--- src/rtl/clock_display_scan.sv ---
// clock_display_scan
//   Drives a 6-digit multiplexed 7-segment display (HH.MM.SS) from the binary
//   time outputs of CLOCK. The time is captured once per scan frame so a
//   frame never shows a mix of old and new values. Each captured field is
//   converted to BCD, and the digits are strobed one at a time.
//
// Parameters
//   SCAN_DIV        clk cycles each digit is held (>= 2)
//   SEG_ACTIVE_LOW  1 = seg, dp and digit_sel are inverted at the output registers
//
// Ports
//   clk          in   clock
//   rst          in   synchronous reset, active-high
//   sec/min/hr   in   binary time from CLOCK (sec/min 0..59, hr 1..12)
//   AMPM         in   1 = PM
//   en           in   display enable; 0 blanks outputs, scanning continues
//   digit_sel    out  one-hot digit strobe, bit0 = hour tens (leftmost)
//   seg          out  segments {g,f,e,d,c,b,a}
//   dp           out  decimal point of the strobed digit
//   frame_start  out  1-cycle pulse in the first cycle of each displayed frame
module clock_display_scan #(
   parameter int SCAN_DIV       = 4,
   parameter int SEG_ACTIVE_LOW = 0
) (
   input  logic       clk,
   input  logic       rst,
   input  logic [5:0] sec,
   input  logic [5:0] min,
   input  logic [4:0] hr,
   input  logic       AMPM,
   input  logic       en,
   output logic [5:0] digit_sel,
   output logic [6:0] seg,
   output logic       dp,
   output logic       frame_start
);

   localparam int             DW       = $clog2(SCAN_DIV);
   localparam logic [DW-1:0]  DIV_LAST = DW'(SCAN_DIV - 1);
   localparam logic           INV      = (SEG_ACTIVE_LOW != 0);
   localparam logic [6:0]     SEG_DASH = 7'b1000000;

   typedef enum logic [2:0] {
      D_HR_T, D_HR_O, D_MIN_T, D_MIN_O, D_SEC_T, D_SEC_O
   } digit_t;

   logic [DW-1:0] div_cnt;
   digit_t        idx;
   logic [5:0]    snap_sec, snap_min;
   logic [4:0]    snap_hr;
   logic          snap_ampm;
   logic          first;     // first edge after reset: capture without advancing
   logic          live;      // a snapshot has been captured since reset
   logic          load_d;    // capture happened last edge
   logic          tc, load;

   logic [5:0]    dsel_raw;
   logic [6:0]    seg_raw;
   logic          dp_raw;

   // Compare/subtract BCD split; inputs above 59 are flagged out of range
   // elsewhere, so their result is never displayed.
   function automatic logic [7:0] to_bcd(input logic [5:0] v);
      logic [5:0] r;
      logic [3:0] t;
      r = v;
      t = '0;
      for (int unsigned i = 0; i < 5; i++) begin
         if (r >= 6'd10) begin
            r = r - 6'd10;
            t = t + 4'd1;
         end
      end
      return {t, r[3:0]};
   endfunction

   function automatic logic [6:0] seg_code(input logic [3:0] d);
      case (d)
         4'd0:    return 7'b0111111;
         4'd1:    return 7'b0000110;
         4'd2:    return 7'b1011011;
         4'd3:    return 7'b1001111;
         4'd4:    return 7'b1100110;
         4'd5:    return 7'b1101101;
         4'd6:    return 7'b1111101;
         4'd7:    return 7'b0000111;
         4'd8:    return 7'b1111111;
         4'd9:    return 7'b1101111;
         default: return 7'b0000000;
      endcase
   endfunction

   always_comb begin
      tc   = (div_cnt == DIV_LAST);
      load = first || (tc && idx == D_SEC_O);
   end

   always_comb begin
      logic [7:0] sec_bcd, min_bcd, hr_bcd;
      logic       sec_bad, min_bad, hr_bad;
      logic [3:0] digit;
      logic       bad, blank;

      sec_bcd = to_bcd(snap_sec);
      min_bcd = to_bcd(snap_min);
      hr_bcd  = to_bcd({1'b0, snap_hr});
      sec_bad = (snap_sec > 6'd59);
      min_bad = (snap_min > 6'd59);
      hr_bad  = (snap_hr == 5'd0) || (snap_hr > 5'd12);

      digit = '0;
      bad   = 1'b0;
      blank = 1'b0;
      case (idx)
         D_HR_T:  begin digit = hr_bcd[7:4];  bad = hr_bad; blank = (hr_bcd[7:4] == 4'd0); end
         D_HR_O:  begin digit = hr_bcd[3:0];  bad = hr_bad;  end
         D_MIN_T: begin digit = min_bcd[7:4]; bad = min_bad; end
         D_MIN_O: begin digit = min_bcd[3:0]; bad = min_bad; end
         D_SEC_T: begin digit = sec_bcd[7:4]; bad = sec_bad; end
         D_SEC_O: begin digit = sec_bcd[3:0]; bad = sec_bad; end
         default: ;
      endcase

      // Dash wins over blanking, so hr==0 shows two dashes.
      seg_raw  = bad ? SEG_DASH : (blank ? 7'b0000000 : seg_code(digit));
      dp_raw   = (idx == D_HR_O) || (idx == D_MIN_O) || (idx == D_SEC_O && snap_ampm);
      dsel_raw = 6'd1 << idx;

      if (!(en && live)) begin
         seg_raw  = '0;
         dp_raw   = 1'b0;
         dsel_raw = '0;
      end
   end

   always_ff @(posedge clk) begin
      if (rst) begin
         div_cnt     <= '0;
         idx         <= D_HR_T;
         snap_sec    <= '0;
         snap_min    <= '0;
         snap_hr     <= '0;
         snap_ampm   <= 1'b0;
         first       <= 1'b1;
         live        <= 1'b0;
         load_d      <= 1'b0;
         frame_start <= 1'b0;
         digit_sel   <= {6{INV}};
         seg         <= {7{INV}};
         dp          <= INV;
      end else begin
         first       <= 1'b0;
         load_d      <= load;
         frame_start <= load_d;

         if (load) begin
            snap_sec  <= sec;
            snap_min  <= min;
            snap_hr   <= hr;
            snap_ampm <= AMPM;
            live      <= 1'b1;
         end

         // Counters hold on the capture edge after reset so digit 0 gets a full slot.
         if (first) begin
            div_cnt <= '0;
            idx     <= D_HR_T;
         end else if (tc) begin
            div_cnt <= '0;
            idx     <= (idx == D_SEC_O) ? D_HR_T : digit_t'(idx + 3'd1);
         end else begin
            div_cnt <= div_cnt + 1'b1;
         end

         digit_sel <= dsel_raw ^ {6{INV}};
         seg       <= seg_raw ^ {7{INV}};
         dp        <= dp_raw ^ INV;
      end
   end

endmodule

--- config.mk ---
export PLATFORM = sky130hd
export DESIGN_NAME = clock_display_scan
export DESIGN_NICKNAME = d
export VERILOG_FILES = /design/src/rtl/clock_display_scan.sv
export SDC_FILE = /design/constraint.sdc
export NUM_CORES = 1
export LEC_CHECK = 0
export ABC_AREA = 1
export CAP_MARGIN = 20
export CELL_PAD_IN_SITES_DETAIL_PLACEMENT = 1
export CELL_PAD_IN_SITES_GLOBAL_PLACEMENT = 2
export CORE_MARGIN = 10
export CORE_UTILIZATION = 36
export CTS_BUF_LIST = sky130_fd_sc_hd__clkbuf_4 sky130_fd_sc_hd__clkbuf_8
export CTS_CLUSTER_DIAMETER = 50
export DETAILED_ROUTE_END_ITERATION = 10
export PLACE_DENSITY = 0.95
export SYNTH_ARGS = -nofsm -noshare
export SYNTH_HDL_FRONTEND = slang
export SYNTH_SLANG_ARGS = --single-unit
--- constraint.sdc ---
create_clock -name clk -period 14.2 [get_ports clk]
set_clock_uncertainty 0.15 [all_clocks]
set_input_delay 1.42 -clock clk [delete_from_list [all_inputs] [get_ports clk]]
set_output_delay 1.42 -clock clk [all_outputs]
set_load 0.005 [all_outputs]
==> reports/summary.txt, run 1 <==
Status -> completed
GPL Wtd Cong -> 0.8174
Max frequency -> 0.1798 GHz
Combinational group share of total power -> 0.849
Clock power frac -> 0.061
Most frequent cells in the layout -> nand2_1 (164), inv_1 (106), nand3_1 (57), nor2_1 (55)
Vias per cell -> 4.900
CTS root buffer -> clkbuf_8
Post-synth EDFFs -> 0
Routed Antenna Nets -> 0
Ys Warns -> 0
Net Sw Frac -> 0.5904
Final cell count without fillers -> 937
Hold Slack -> 0.2743 ns
Final core occ -> 0.4203
Final HPWL DP -> 10.92 mm
Most common cell after layout, fill and taps aside -> nand2_1
# fillers -> 1740
Total CTS buffers -> 5
CTS tree -> done
Worst-Skew Late Latency -> 0.31 ns
CP Buf/Inv Count -> 7
Largest net degree at the start of global routing -> 37
Initial Utilization -> 0.3694
Slowest cell on crit path -> dfxtp_1
Fin. Hold Viols -> 0
Cells after Synth -> 726
Die height -> 134.3 um
Core box area -> 12720 um2
Syn_area_per_cell -> 6.473 um2
Power Dens Cells -> 275.5 nW/um2
Post-CTS Setup Repair Bufs -> 0
Drt first-iter violations -> 121
Ant. Diodes -> 0
Internal power -> 0.0006034 W
Grt total ovfl -> 0
# setup viols final -> 0
Critical Setup Path Class -> flip-flop to flip-flop
Final wirelength -> 12.77 mm
Vias in the first global route -> 4846
Minimum clock period -> 5.562 ns
Synth Flop Type -> dfxtp_1
Final period util -> 0.3917
Post-Syn Area -> 4700 um2
Sw Pwr -> 0.0008698 W
Placed insts -> 929
Crit end category -> flip-flop
Post-Syn Nets -> 789
Slew @ Worst Pin -> 0.8612 ns
Critical Path Source Type -> flip-flop
WP data required -> 14.30 ns
Port buffer count -> 35
Synth cell types -> 46
Clk sinks -> 41
Flop pwr share -> 0.090
Ports -> 36
Synthesized flop and latch total -> 41
Residual DRC -> 0
Slew Viols, Final -> 0
Row cnt -> 41
Setup TNS Final -> 0 ns
Hold buffers post-CTS -> 0
Final Power -> 0.001473 W
RSZ-0062 raised after global routing -> false
Sequential area share after synthesis -> 0.1747
Leakage -> 2.742 nW
Crit path DAT -> 5.66 ns
Worst IR drop on VDD -> 0.0001012 V
CTS max path bufs -> 2
Via count -> 4591
HP Class -> flip-flop to flip-flop
DR pass1 iterations -> 4
All-Layer GR Usage -> 0.1430
CP most frequent cell -> nand2_1
Max Cap Viol -> 0
Die area -> 18020 um2
Slew HR -> 0.4223
H-tree depth -> 2
Async S/R FF share, synth -> 0
Worst Path Max Fanout -> 10
First-pass GRT wire length -> 22.06 mm
Die width -> 134.3 um
Routed len/inst -> 13.62 um
Post-CTS sizing -> 0
Crit-path leading delay family -> simple AND/OR/NAND/NOR gates
Max incr delay on CP -> 0.41 ns
Share of cells above drive strength 1 -> 0.1529
Final net count -> 827
Area growth from synthesis to layout -> 13.79%
Clk slew on worst S/H paths -> 0.10 ns
Antenna violations before repair -> 0
==> stage by stage <==
step	cell area, um2	setup slack [ns]
after floorplan	4700	9.417
after detailed placement	5250	8.628
final	5348	8.638
after global placement	5250	8.937
after CTS	5348	8.573
after global routing	5348	8.050
==> sequential cells by signal (all words and copies together) (netlist names) <==
signal / cells
snap_sec: 6
frame_start: 1
snap_hr: 5
dp: 1
div_cnt: 2
digit_sel: 6
snap_ampm: 1
idx: 3
live: 1
load_d: 1
first: 1
seg: 7
snap_min: 6
==> final timing paths <==
| path | startpoint | to | slack (ns) | cells past startpoint |
|---|---|---|---|---|
| worst min-delay path | div_cnt[0] | div_cnt[0] | 0.27 | 1 |
| worst min register to register | div_cnt[0] | div_cnt[0] | 0.27 | 1 |
| worst max register to register | snap_hr[2] | seg[3] | 8.64 | 42 |
| worst max-delay path | snap_hr[2] | seg[3] | 8.64 | 42 |
==> power groups by stage <==
stage | Sequential, W | Combinational [W] | Clock (W)
final | 0.000132 | 0.00125 | 0.0000900
after global routing | 0.000134 | 0.00145 | 0.0000995
after CTS | 0.000132 | 0.00127 | 0.0000936
after detailed placement | 0.000135 | 0.00126 | 0
after global placement | 0.000134 | 0.00119 | 0
after floorplan | 0.000134 | 0.00100 | 0
==> cells by family (layout without fill, tap and decap cells) <==
group | Yosys count | in the layout | share of synthesized area
AOI/OAI and AO/OA | 86 | 86 | 0.1102
xor gates and xnor gates | 22 | 22 | 0.04260
adders and majority gates | 42 | 42 | 0.1118
buffers and inverters | 127 | 166 | 0.1014
DFF | 41 | 41 | 0.1747
and+or+nand+nor | 408 | 408 | 0.4593
==> area by class of cell <==
class                           instances  area (um2)  area share
Sequential cell                        41       820.8      0.1535
Clock inverter                          3       28.78    0.005381
Clock buffer                            5       68.82     0.01287
Timing Repair Buffer                   35       350.3     0.06551
Inverter                              123       461.7     0.08634
Multi-Input combinational cell        558        3402      0.6362
Tap cell                              172       215.2     0.04024
==> metal layers <==
layer | share of wire | vias to the layer above | global-route usage
li1 | - | 2424 | -
met1 | 0.44 | 2126 | 0.1588
met2 | 0.53 | 30 | 0.2767
met3 | 0.017 | 11 | 0.01904
met4 | 0.011 | 0 | 0.03446
met5 | 0 | - | 0
==> synth_stat cells (all sizes together) (3+ instances only) <==
cell    number  area [um2]
inv        120       450.4
a21oi       31       173.9
ha          42       525.5
nand4       30       209.0
dfxtp       41       820.8
o21ai       40       215.2
nand3b       8       60.06
xnor2        3       26.28
clkinv       3       11.26
nand2      215       979.7
or2          3       18.77
o22ai        3       25.02
nor3         8       45.04
clkbuf       4       15.01
xor2        19       173.9
nand3       73       490.5
nor2        69       342.8
Note: power is estimated with default switching activity, not from simulation.
==> run 2: changes to the inputs <==
--- a/config.mk
+++ b/config.mk
@@ -10,11 +10,11 @@
 export CELL_PAD_IN_SITES_DETAIL_PLACEMENT = 1
 export CELL_PAD_IN_SITES_GLOBAL_PLACEMENT = 2
 export CORE_MARGIN = 10
-export CORE_UTILIZATION = 36
+export CORE_UTILIZATION = 34
 export CTS_BUF_LIST = sky130_fd_sc_hd__clkbuf_4 sky130_fd_sc_hd__clkbuf_8
 export CTS_CLUSTER_DIAMETER = 50
 export DETAILED_ROUTE_END_ITERATION = 10
-export PLACE_DENSITY = 0.95
+export PLACE_DENSITY = 0.92
 export SYNTH_ARGS = -nofsm -noshare
 export SYNTH_HDL_FRONTEND = slang
 export SYNTH_SLANG_ARGS = --single-unit
==> constraint.sdc (replaced) <==
create_clock -name clk -period 5.4 [get_ports clk]
set_clock_uncertainty 0.15 [all_clocks]
set_input_delay 0.54 -clock clk [delete_from_list [all_inputs] [get_ports clk]]
set_output_delay 0.54 -clock clk [all_outputs]
set_load 0.005 [all_outputs]
==> reports/summary.txt, run 2 (same netlist as run 1, synthesis figures left out) <==
Endpoint, Worst Hold -> div_cnt[0] (unchanged)
Max Cap Viol -> 0 (unchanged)
Slew Viols, Final -> 0 (unchanged)
Total CTS buffers -> 5 (unchanged)
Worst r2r dst -> seg[3] (unchanged)
GPL Wtd Cong -> 0.8595 (was 0.8174)
CTS tree -> done (unchanged)
Final net count -> 870 (was 827)
Routed Antenna Nets -> 0 (unchanged)
CTS root buffer -> clkbuf_8 (unchanged)
Minimum clock period -> 5.097 ns (was 5.562 ns)
Slowest cell on crit path -> dfxtp_4 (was dfxtp_1)
Hold path cells -> 1 (unchanged)
Port buffer count -> 35 (unchanged)
Hold Crit Start -> div_cnt[0] (unchanged)
Share of cells above drive strength 1 -> 0.2735 (was 0.1529)
Slew @ Worst Pin -> 0.8830 ns (was 0.8612 ns)
Critical Setup Path Class -> flip-flop to flip-flop (unchanged)
Worst Path Max Fanout -> 8 (was 10)
HP Class -> flip-flop to flip-flop (unchanged)
Fin. Hold Viols -> 0 (unchanged)
Area growth from synthesis to layout -> 27.21% (was 13.79%)
Final wirelength -> 14.06 mm (was 12.77 mm)
Register-to-Register Path Depth -> 43 (was 42)
Worst-Skew Late Latency -> 0.32 ns (was 0.31 ns)
Clk slew on worst S/H paths -> 0.10 ns (about the same)
Ant. Diodes -> 0 (unchanged)
CTS max path bufs -> 2 (unchanged)
Most flops, register -> seg (unchanged)
Die width -> 137.6 um (was 134.3 um)
CP most frequent cell -> nand2_2 (was nand2_1)
Die height -> 137.6 um (was 134.3 um)
# setup viols final -> 0 (unchanged)
Number of flip-flops in the largest register -> 7 (unchanged)
Drt first-iter violations -> 113 (was 121)
Residual DRC -> 0 (unchanged)
Vias in the first global route -> 5047 (was 4846)
Max frequency -> 0.1962 GHz (was 0.1798 GHz)
DR pass1 iterations -> 4 (unchanged)
Reg-to-reg critical path startpoint -> snap_hr[2] (unchanged)
Status -> completed (unchanged)
Setup TNS Final -> 0 ns (unchanged)
Max incr delay on CP -> 0.38 ns (was 0.41 ns)
Final HPWL DP -> 10.99 mm (was 10.92 mm)
All-Layer GR Usage -> 0.1449 (was 0.1430)
Most frequent cells in the layout -> nand2_1 (145), inv_1 (99), nand2_2 (61), nand3_1 (51), nor2_1 (46) (was nand2_1 (164), inv_1 (106), nand3_1 (57), nor2_1 (55))
R2R Setup Slk -> 0.30 ns (was 8.64 ns)
First-pass GRT wire length -> 23.01 mm (was 22.06 mm)
Die area -> 18920 um2 (was 18020 um2)
Final period util -> 0.9439 (was 0.3917)
Via count -> 4871 (was 4591)
Crit path DAT -> 5.21 ns (was 5.66 ns)
Slew HR -> 0.4077 (was 0.4223)
Routed len/inst -> 14.29 um (was 13.62 um)
Critical Path Source Type -> flip-flop (unchanged)
Most common cell after layout, fill and taps aside -> nand2_1 (unchanged)
Core box area -> 13400 um2 (was 12720 um2)
H-tree depth -> 2 (unchanged)
WP data required -> 5.51 ns (was 14.30 ns)
Largest net degree at the start of global routing -> 37 (unchanged)
Clk sinks -> 41 (unchanged)
Initial Utilization -> 0.3507 (was 0.3694)
Row cnt -> 42 (was 41)
Antenna violations before repair -> 0 (unchanged)
Crit end category -> flip-flop (unchanged)
Vias per cell -> 4.950 (was 4.900)
Ports -> 36 (unchanged)
Grt total ovfl -> 0 (unchanged)
==> run 2: worst max-delay path: cells and delay by family (launching register included) <==
kind | cells | cell delay [ns]
fa+ha+maj | 6 | 1.15
simple gates | 27 | 2.57
xor+xnor | 1 | 0.18
buf+inv | 9 | 0.57
flops | 1 | 0.38
==> run 2: what timing repair did <==
item | 4_1_cts | 5_1_grt
hold buffers | 0 | 0
endpoints found under the setup margin | 7 | 7
setup buffers | 1 | 40
pin swaps | 1 | 37
resized for setup | 8 | 78
==> run 2: cell type report <==
type                    instances  area (um2)
clock inverters                 3       28.78
inverters                     123       464.2
repair buffers                 78       673.1
well taps                     176       220.2
fillers                      1731        7422
clock buffers                   5       68.82
multi-input cells             558        3682
flip-flops and latches         41       840.8
==> run 2: worst max path at each step <==
stage	slack (ns)	end	start	cells after the start
final	0.30	seg[3]	snap_hr[2]	43
after global routing	-0.1	seg[3]	snap_hr[2]	44
after CTS	0.01	seg[6]	snap_hr[2]	44
after detailed placement	-0.16	seg[6]	snap_hr[2]	43
after global placement	0.17	seg[3]	snap_hr[2]	42
after floorplan	0.62	seg[3]	snap_hr[2]	43
==> run 2: per-stage QoR <==
stage / cells / cell area (um2) / utilization / setup WS, ns / hold slack (ns)
after CTS: 944 / 5401 / 0.4031 / 0.01399 / 0.2790
after detailed placement: 935 / 5270 / 0.3933 / -0.1606 / 0.2639
after global placement: 935 / 5270 / 0.3933 / 0.1702 / 0.2485
after floorplan: 726 / 4700 / - / 0.6165 / 0.2383
after global routing: 984 / 5978 / 0.4461 / -0.09861 / 0.2940
final: 984 / 5978 / 0.4461 / 0.3028 / 0.2738
==> run 2: per-layer routing <==
metal,share of wire,up-vias,global-route usage
met3,0.014,16,0.01784
met4,0.016,0,0.03513
met1,0.44,2307,0.1668
li1,-,2508,-
met2,0.53,40,0.2743
met5,0,-,0
Power of run 2 is not shown: default switching activity piles up to over one toggle a cycle in this logic, so the estimate is an artifact.
